**config.mk**
```make
export PLATFORM = sky130hd
export DESIGN_NAME = dsu_stage
export DESIGN_NICKNAME = d
export VERILOG_FILES = /design/src/rtl/dsu_stage.sv
export SDC_FILE = /design/constraint.sdc
export NUM_CORES = 1
export LEC_CHECK = 0
export BUFFER_PORTS_ARGS = -buffer_cell sky130_fd_sc_hd__buf_2
export CAP_MARGIN = 20
export CORE_MARGIN = 2
export CORE_UTILIZATION = 35
export DETAILED_ROUTE_END_ITERATION = 16
export PLACE_DENSITY_LB_ADDON = 0.08
export SLEW_MARGIN = 20
export SYNTH_ARGS = -nofsm -noshare
export SYNTH_HDL_FRONTEND = slang
export SYNTH_SLANG_ARGS = --single-unit
```
**constraint.sdc**
```tcl
create_clock -name clk -period 8.4 [get_ports clk]
set_clock_uncertainty 0.2 [all_clocks]
set_input_delay 0.84 -clock clk [delete_from_list [all_inputs] [get_ports clk]]
set_output_delay 0.84 -clock clk [all_outputs]
set_load 0.01 [all_outputs]
```
**src/rtl/dsu_stage.sv**
```systemverilog
// Data staging unit: packs LANES scalar elements into one vector word and
// queues finished vectors in a first-word-fall-through FIFO for the compute array.

module dsu_lane #(
  parameter int DATA_W = 8
) (
  input  logic              clk,
  input  logic              rst,
  input  logic              wr,
  input  logic              clr,
  input  logic [DATA_W-1:0] din,
  output logic [DATA_W-1:0] merged,
  output logic              mbit
);
  logic [DATA_W-1:0] data_q;
  logic              vld_q;

  // clr wins over wr so the lane that commits a vector starts the next one empty
  always_ff @(posedge clk or posedge rst) begin
    if (rst) begin
      data_q <= '0;
      vld_q  <= 1'b0;
    end else if (clr) begin
      data_q <= '0;
      vld_q  <= 1'b0;
    end else if (wr) begin
      data_q <= din;
      vld_q  <= 1'b1;
    end
  end

  assign merged = wr ? din : data_q;
  assign mbit   = wr | vld_q;
endmodule

module dsu_stage #(
  parameter int DATA_W = 8,
  parameter int LANES  = 4,
  parameter int DEPTH  = 4
) (
  input  logic                      clk,
  input  logic                      rst,
  input  logic                      in_valid,
  output logic                      in_ready,
  input  logic [DATA_W-1:0]         in_data,
  input  logic                      in_last,
  output logic                      out_valid,
  input  logic                      out_ready,
  output logic [LANES*DATA_W-1:0]   out_data,
  output logic [LANES-1:0]          out_mask,
  output logic                      out_last,
  output logic [$clog2(DEPTH):0]    fifo_count
);
  localparam int AW  = $clog2(DEPTH);
  localparam int CW  = AW + 1;
  localparam int LCW = (LANES > 1) ? $clog2(LANES) : 1;

  typedef struct packed {
    logic [LANES-1:0][DATA_W-1:0] data;
    logic [LANES-1:0]             mask;
    logic                         last;
  } vec_t;

  logic [LCW-1:0]               lane_cnt;
  logic [LANES-1:0][DATA_W-1:0] pack_nxt;
  logic [LANES-1:0]             mask_nxt;
  logic [AW-1:0]                wr_ptr, rd_ptr;
  logic                         accept, commit, push, pop;
  vec_t                         mem [DEPTH];
  vec_t                         wr_vec, head;

  // in_ready depends only on registered count, never on out_ready
  assign in_ready = !rst && (fifo_count < CW'(DEPTH));
  assign accept   = in_valid && in_ready;
  assign commit   = accept && ((lane_cnt == LCW'(LANES - 1)) || in_last);
  assign push     = commit;
  assign pop      = out_valid && out_ready;

  for (genvar i = 0; i < LANES; i++) begin : g_lane
    dsu_lane #(.DATA_W(DATA_W)) u_lane (
      .clk    (clk),
      .rst    (rst),
      .wr     (accept && (lane_cnt == LCW'(i))),
      .clr    (commit),
      .din    (in_data),
      .merged (pack_nxt[i]),
      .mbit   (mask_nxt[i])
    );
  end

  assign wr_vec = '{data: pack_nxt, mask: mask_nxt, last: in_last};

  always_ff @(posedge clk or posedge rst) begin
    if (rst)         lane_cnt <= '0;
    else if (commit) lane_cnt <= '0;
    else if (accept) lane_cnt <= lane_cnt + LCW'(1);
  end

  always_ff @(posedge clk) begin
    if (push) mem[wr_ptr] <= wr_vec;
  end

  // pointers wrap naturally because DEPTH is a power of two
  always_ff @(posedge clk or posedge rst) begin
    if (rst) begin
      wr_ptr     <= '0;
      rd_ptr     <= '0;
      fifo_count <= '0;
    end else begin
      if (push) wr_ptr <= wr_ptr + AW'(1);
      if (pop)  rd_ptr <= rd_ptr + AW'(1);
      unique case ({push, pop})
        2'b10:   fifo_count <= fifo_count + CW'(1);
        2'b01:   fifo_count <= fifo_count - CW'(1);
        default: fifo_count <= fifo_count;
      endcase
    end
  end

  assign head      = mem[rd_ptr];
  assign out_valid = (fifo_count != '0);
  assign out_data  = head.data;
  assign out_mask  = head.mask;
  assign out_last  = head.last;
endmodule

```
# After elaboration in Yosys (flattened, before gate mapping)

Memories as Yosys holds them, arrays and structs flattened.
Cells that the tools add are included.
Widths: inputs -> output; s select.

Multiplexer cells: 21
Bitwise gates (word level): 4
Eq/ne operators: 5
$lt $le $gt $ge: 1
$add $sub $neg: 5
Reductions and logical operators: 18

Operator list:

| operator            | number |
|---|---|
| $mux 8              | 8 |
| $reduce_bool 2->1   | 6 |
| $mux 1              | 10 |
| $logic_and 1x1->1   | 8 |
| $add 2x1->2 const B | 3 |
| $eq 2x2->1 const B  | 3 |
| $pmux 3 s2          | 1 |
| $eq 2x1->1 const B  | 2 |
| $mux 2              | 2 |
| $or 1x1->1          | 4 |
| $add 3x1->3 const B | 1 |
| $lt 3x3->1 const B  | 1 |
| $reduce_bool 3->1   | 1 |
| $sub 3x1->3 const B | 1 |
| $logic_not 2->1     | 1 |
| $logic_not 1->1     | 1 |
| $logic_or 1x1->1    | 1 |

Input port bits: 13
Memories: 1
Register bits after elaboration: 45
Word-level logic and storage cells: 67
Output and inout bits: 42
Bits in writable memories: 148

Memory list:

| name | words | bits a word | read ports | clocked after Yosys merged registers in | wr ports | line | source |
|---|---|---|---|---|---|---|---|
| mem  | 4     | 37          | 1          | 0                                       | 1        | 69   | `vec_t mem [DEPTH];` |

# Depth between registers and ports, before layout

Word-level depth: 6
Mapped depth: 11
Gate-level depth less buffers: 10

# Modules after synthesis

Synthesis repeated with hierarchy kept, for this count alone.

Cell total of the unflattened synthesis: 367
Area, all modules: 7627.3 µm²

By module, submodules not included:

| module    | sequential area each (µm²) | instances | cells an instance | area each (µm²) |
|---|---|---|---|---|
| dsu_stage | 4669.5                     | 1         | 251               | 5935.7 |
| dsu_lane  | 225.2                      | 4         | 29                | 422.9 |

# Worst setup path before layout

OpenSTA, ideal clock, no wires.

Path kind: input port to flip-flop
Start: input rst
End: memory mem[0][0] (netlist name) (enable)
Buffers on the path: 1
Setup time: 0.398 ns
Data arrival time: 2.475 ns
Required time: 7.802 ns
Stages: 4
Path slack: 5.327 ns
Cells stage by stage: or3b_4 > nor2_4 > buf_6 > and2_1

Word-level cells in the longest chain between the ends: 6

RTL lines:

| what                             | line | source |
|---|---|---|
| from (decl)                      | 42   | `input logic rst,` |
| $logic_not 1->1 (no source line) | --   |  |
| $logic_and 1x1->1                | 73   | `assign in_ready = !rst && (fifo_count < CW'(DEPTH));` |
| $logic_and 1x1->1                | 74   | `assign accept = in_valid && in_ready;` |
| $logic_and 1x1->1                | 75   | `assign commit = accept && ((lane_cnt == LCW'(LANES - 1)) \|\| in_last);` |
| $mux 1                           | 100  | `if (push) mem[wr_ptr] <= wr_vec;` |
| $mux 1 (not written as such)     | 100  |  |
| to (decl)                        | 69   |  |

Every way passes these cells.

# Worst setup path in the final report

Start: register rd_ptr[0]
End: output out_data[15]

Word-level cells in the longest chain between the ends: 1

RTL lines:

| what                   | line | source |
|---|---|---|
| from (decl)            | 67   | `logic [AW-1:0] wr_ptr, rd_ptr;` |
| from (signal assigned) | 111  | `if (pop) rd_ptr <= rd_ptr + AW'(1);` |
| $mem_v2 4x37           | --   |  |
| to (decl)              | 49   | `output logic [LANES*DATA_W-1:0] out_data,` |

Every way passes these cells.

==> impl_metrics.json <==
{
  "instances_no_fill": 714,
  "antenna_found_initial": 0,
  "min_path_type": "register to register",
  "r2r_start": "fifo_count[2]",
  "die_y_um": 151,
  "crit_fanout": 37,
  "leakage_nw": 3.21,
  "dieArea_um2": 22700,
  "drc_errors": 0,
  "ctsHoldBuffers": 0,
  "finalCritPeriodShare_pct": 39.5,
  "cts_resized": 0,
  "required_ns": 7.36,
  "fin_nets": 449,
  "holdPathStages": 1,
  "topRoutingLayerUsed": "met4",
  "netlist_instances": 368,
  "rr_worst_depth": 4,
  "syn_area_um2": 7510,
  "status": "finished clean",
  "wire_per_inst_um": 20.3,
  "dp.cells": 682,
  "clkTransAtPathRegs_ns": 0.06,
  "final-hold-violation-count": 0,
  "worst_slew_pin_slew_ns": 1.06,
  "relSlewSlack_pct": 29.1,
  "die_x_um": 151,
  "htreeDepth": 4,
  "whs_endpoint": "rd_ptr[0]",
  "async_flop_share_pct": 23.3,
  "ys_types": 26,
  "ant_nets": 0,
  "drv_slew": 0,
  "wl_met2_um": 7210,
  "synthSimpleGateAreaFrac_pct": 5.14,
  "area_delta_synth_final_pct": 15.3,
  "worstReg2RegEnd": "mem[3][35]",
  "hpwl_um": 8210,
  "utilization_pct": 41.2,
  "drt-met1-wl_um": 6750,
  "grt_pass1_wl_um": 22400,
  "netlist.area_leader.share_pct": 59.1,
  "root_buffer": "clkbuf_16",
  "drt_iter0_drc": 199,
  "clk_latency_ns": 0.43,
  "ir_worst_vdd_mv": 0.216,
  "ys.flop_type": "edfxtp_1",
  "synth.area.top_cells": "edfxtp_1 (59%), dfrtp_1 (15%), mux4_2 (11%)",
  "setup_viol": 0,
  "reg2reg_setup_slack_ns": 5.67,
  "syn_area_per_cell_um2": 20.4,
  "drive_gt1_share_pct": 38.7,
  "power.density_nw_per_um2": 336,
  "synthAdderAreaFrac_pct": 1.76,
  "dr_wl_met3_um": 349,
  "grt_max_degree": 46,
  "min_from": "rd_ptr[0]",
  "row_count": 53,
  "design.core.area_um2": 21000,
  "tns_ns": 0,
  "holdWs_ns": 0.289,
  "portBuffers": 54,
  "start_util_pct": 35.7,
  "fmax_ghz": 0.301,
  "synth_edf_count": 148,
  "yosysTopAreaCell": "edfxtp_1",
  "synth_top_family_by_area": "multiplexers",
  "io_pins": 55,
  "via_per_inst": 4.73,
  "critPathLaunchType": "register",
  "drt_pass1_iterations": 6,
  "synth_xor_area_share_pct": 0.699,
  "maxCapViolations": 0,
  "synth_compound_area_share_pct": 0.350,
  "diodes": 0,
  "layout_setup_ws_ns": 5.08,
  "layout_min_cycle_time_ns": 3.32,
  "gp_congestion": 0.705,
  "grt_pass1_vias": 3733,
  "synth_seq_cells": 193,
  "cts_max_path_buffers": 2,
  "cts_setup_buffers": 0,
  "critPathArrivalTime_ns": 2.28,
  "pre_cts_slack_ns": 5.16,
  "rsz0062_at_grt": "no",
  "drt_wl_total_um": 14500,
  "vias": 3379,
  "overflow": 0,
  "synthMuxAreaShare_pct": 16.0,
  "tritoncts": "yes",
  "synth_seq_area_share_pct": 74.1,
  "endpoint_kind": "output pin",
  "gr-usage-all-layers_pct": 13.8,
  "syn_nets": 391,
  "yosysWarningCount": 0,
  "cts.sinks": 193,
  "cts_buffers": 17,
  "critical_path_class": "register to output pin"
}
[metrics by stage]
stage                     instance area, µm²  power, mW
final                                   8660       2.91
after global routing                    8660       3.07
after CTS                               8660       2.97
after detailed placement                8050       2.12
after global placement                  8040       2.10
after floorplan                         7510       1.86
[synthesized netlist by cell type, drive strengths merged, types with 2 or more instances]
cell and number:
or2 4, xor2 3, dfrtp 45, nor2b 36
o21ai 2, ha 9, inv 9, mux4 37
mux2 33, and2 4, nor2 4, edfxtp 148
nand2 4, xnor2 3, and4bb 4, buf 16
[per-layer routing]
layer  global-route usage, %  up-vias
met4                    4.67        0
met3                    3.15       13
met5                       0        -
met1                    18.5     1785
li1                        -     1529
met2                    22.4       52
[registers in the layout, summed over array words and instances, names as in the netlist]
register,cells
g_lane.u_lane.data_q,32
rd_ptr,2
g_lane.u_lane.vld_q,4
wr_ptr,2
fifo_count,3
mem,148
lane_cnt,2
[cell families after synthesis]
kind of cell             count (synthesis)
multiplexers                            70
adder cells (fa/ha/maj)                 10
buffers and inverters                   26
AO/OA/AOI/OAI                            4
flip-flops                             193
XOR/XNOR                                 6
AND/OR/NAND/NOR                         59
[worst max-delay path by stage]
stage / slack [ns] / to / cells after the start / from
after floorplan: 5.33 / mem[0][0] / 4 / rst
after global placement: 4.79 / mem[0][9] / 5 / rst
after detailed placement: 5.16 / mem[0][18] / 5 / rst
after CTS: 4.97 / out_data[15] / 3 / rd_ptr[0]
after global routing: 4.91 / out_data[15] / 3 / rd_ptr[0]
final: 5.08 / out_data[15] / 3 / rd_ptr[0]
[worst max-delay path: stages, from the launching register on]
cell and delay [ns]:
dfrtp_2 0.38, buf_4 0.64, mux4_2 0.64, buf_2 0.16
[cell usage in the layout, fill, tap and decap left out]
cell | Yosys | routed
clkinv_4 | 0 | 1
and2_4 | 0 | 4
dfrtp_1 | 45 | 43
nor2b_1 | 36 | 36
inv_1 | 9 | 8
o21ai_0 | 2 | 2
buf_2 | 8 | 54
or2_2 | 4 | 4
clkinvlp_4 | 0 | 1
inv_6 | 0 | 1
ha_1 | 9 | 9
nor2_1 | 3 | 3
edfxtp_1 | 148 | 148
xor2_1 | 3 | 3
clkbuf_8 | 0 | 1
o31a_1 | 1 | 1
buf_4 | 7 | 2
or3b_4 | 1 | 1
bufinv_16 | 0 | 4
mux4_2 | 37 | 37
nor4_1 | 1 | 1
clkbuf_16 | 0 | 17
dfrtp_2 | 0 | 2
xnor2_1 | 3 | 3
mux2_2 | 33 | 33
a21o_1 | 1 | 1
or3_1 | 1 | 1
clkinv_2 | 0 | 3
nand2_1 | 4 | 4
fa_1 | 1 | 1
and4bb_2 | 4 | 4
nor2_4 | 1 | 1
clkbuf_1 | 1 | 3
clkinv_1 | 0 | 2
[report_power, final]
group / internal, mW / leakage (nW) / total (mW) / switching, mW
registers: 1.24 / 1.95 / 1.33 / 0.0902
clock network: 0.505 / 0.297 / 0.841 / 0.336
logic: 0.368 / 0.961 / 0.743 / 0.376
total: 2.11 / 3.21 / 2.91 / 0.802
[cell type report]
type,count,area (µm²)
sequential,193,5570
clock buffer,21,450
multi-input combinational,149,1810
clock inverter,11,163
tap,275,344
fill,1890,12400
inverter,9,35.0
timing repair buffer,56,285
(Power assumes the default switching activity.)
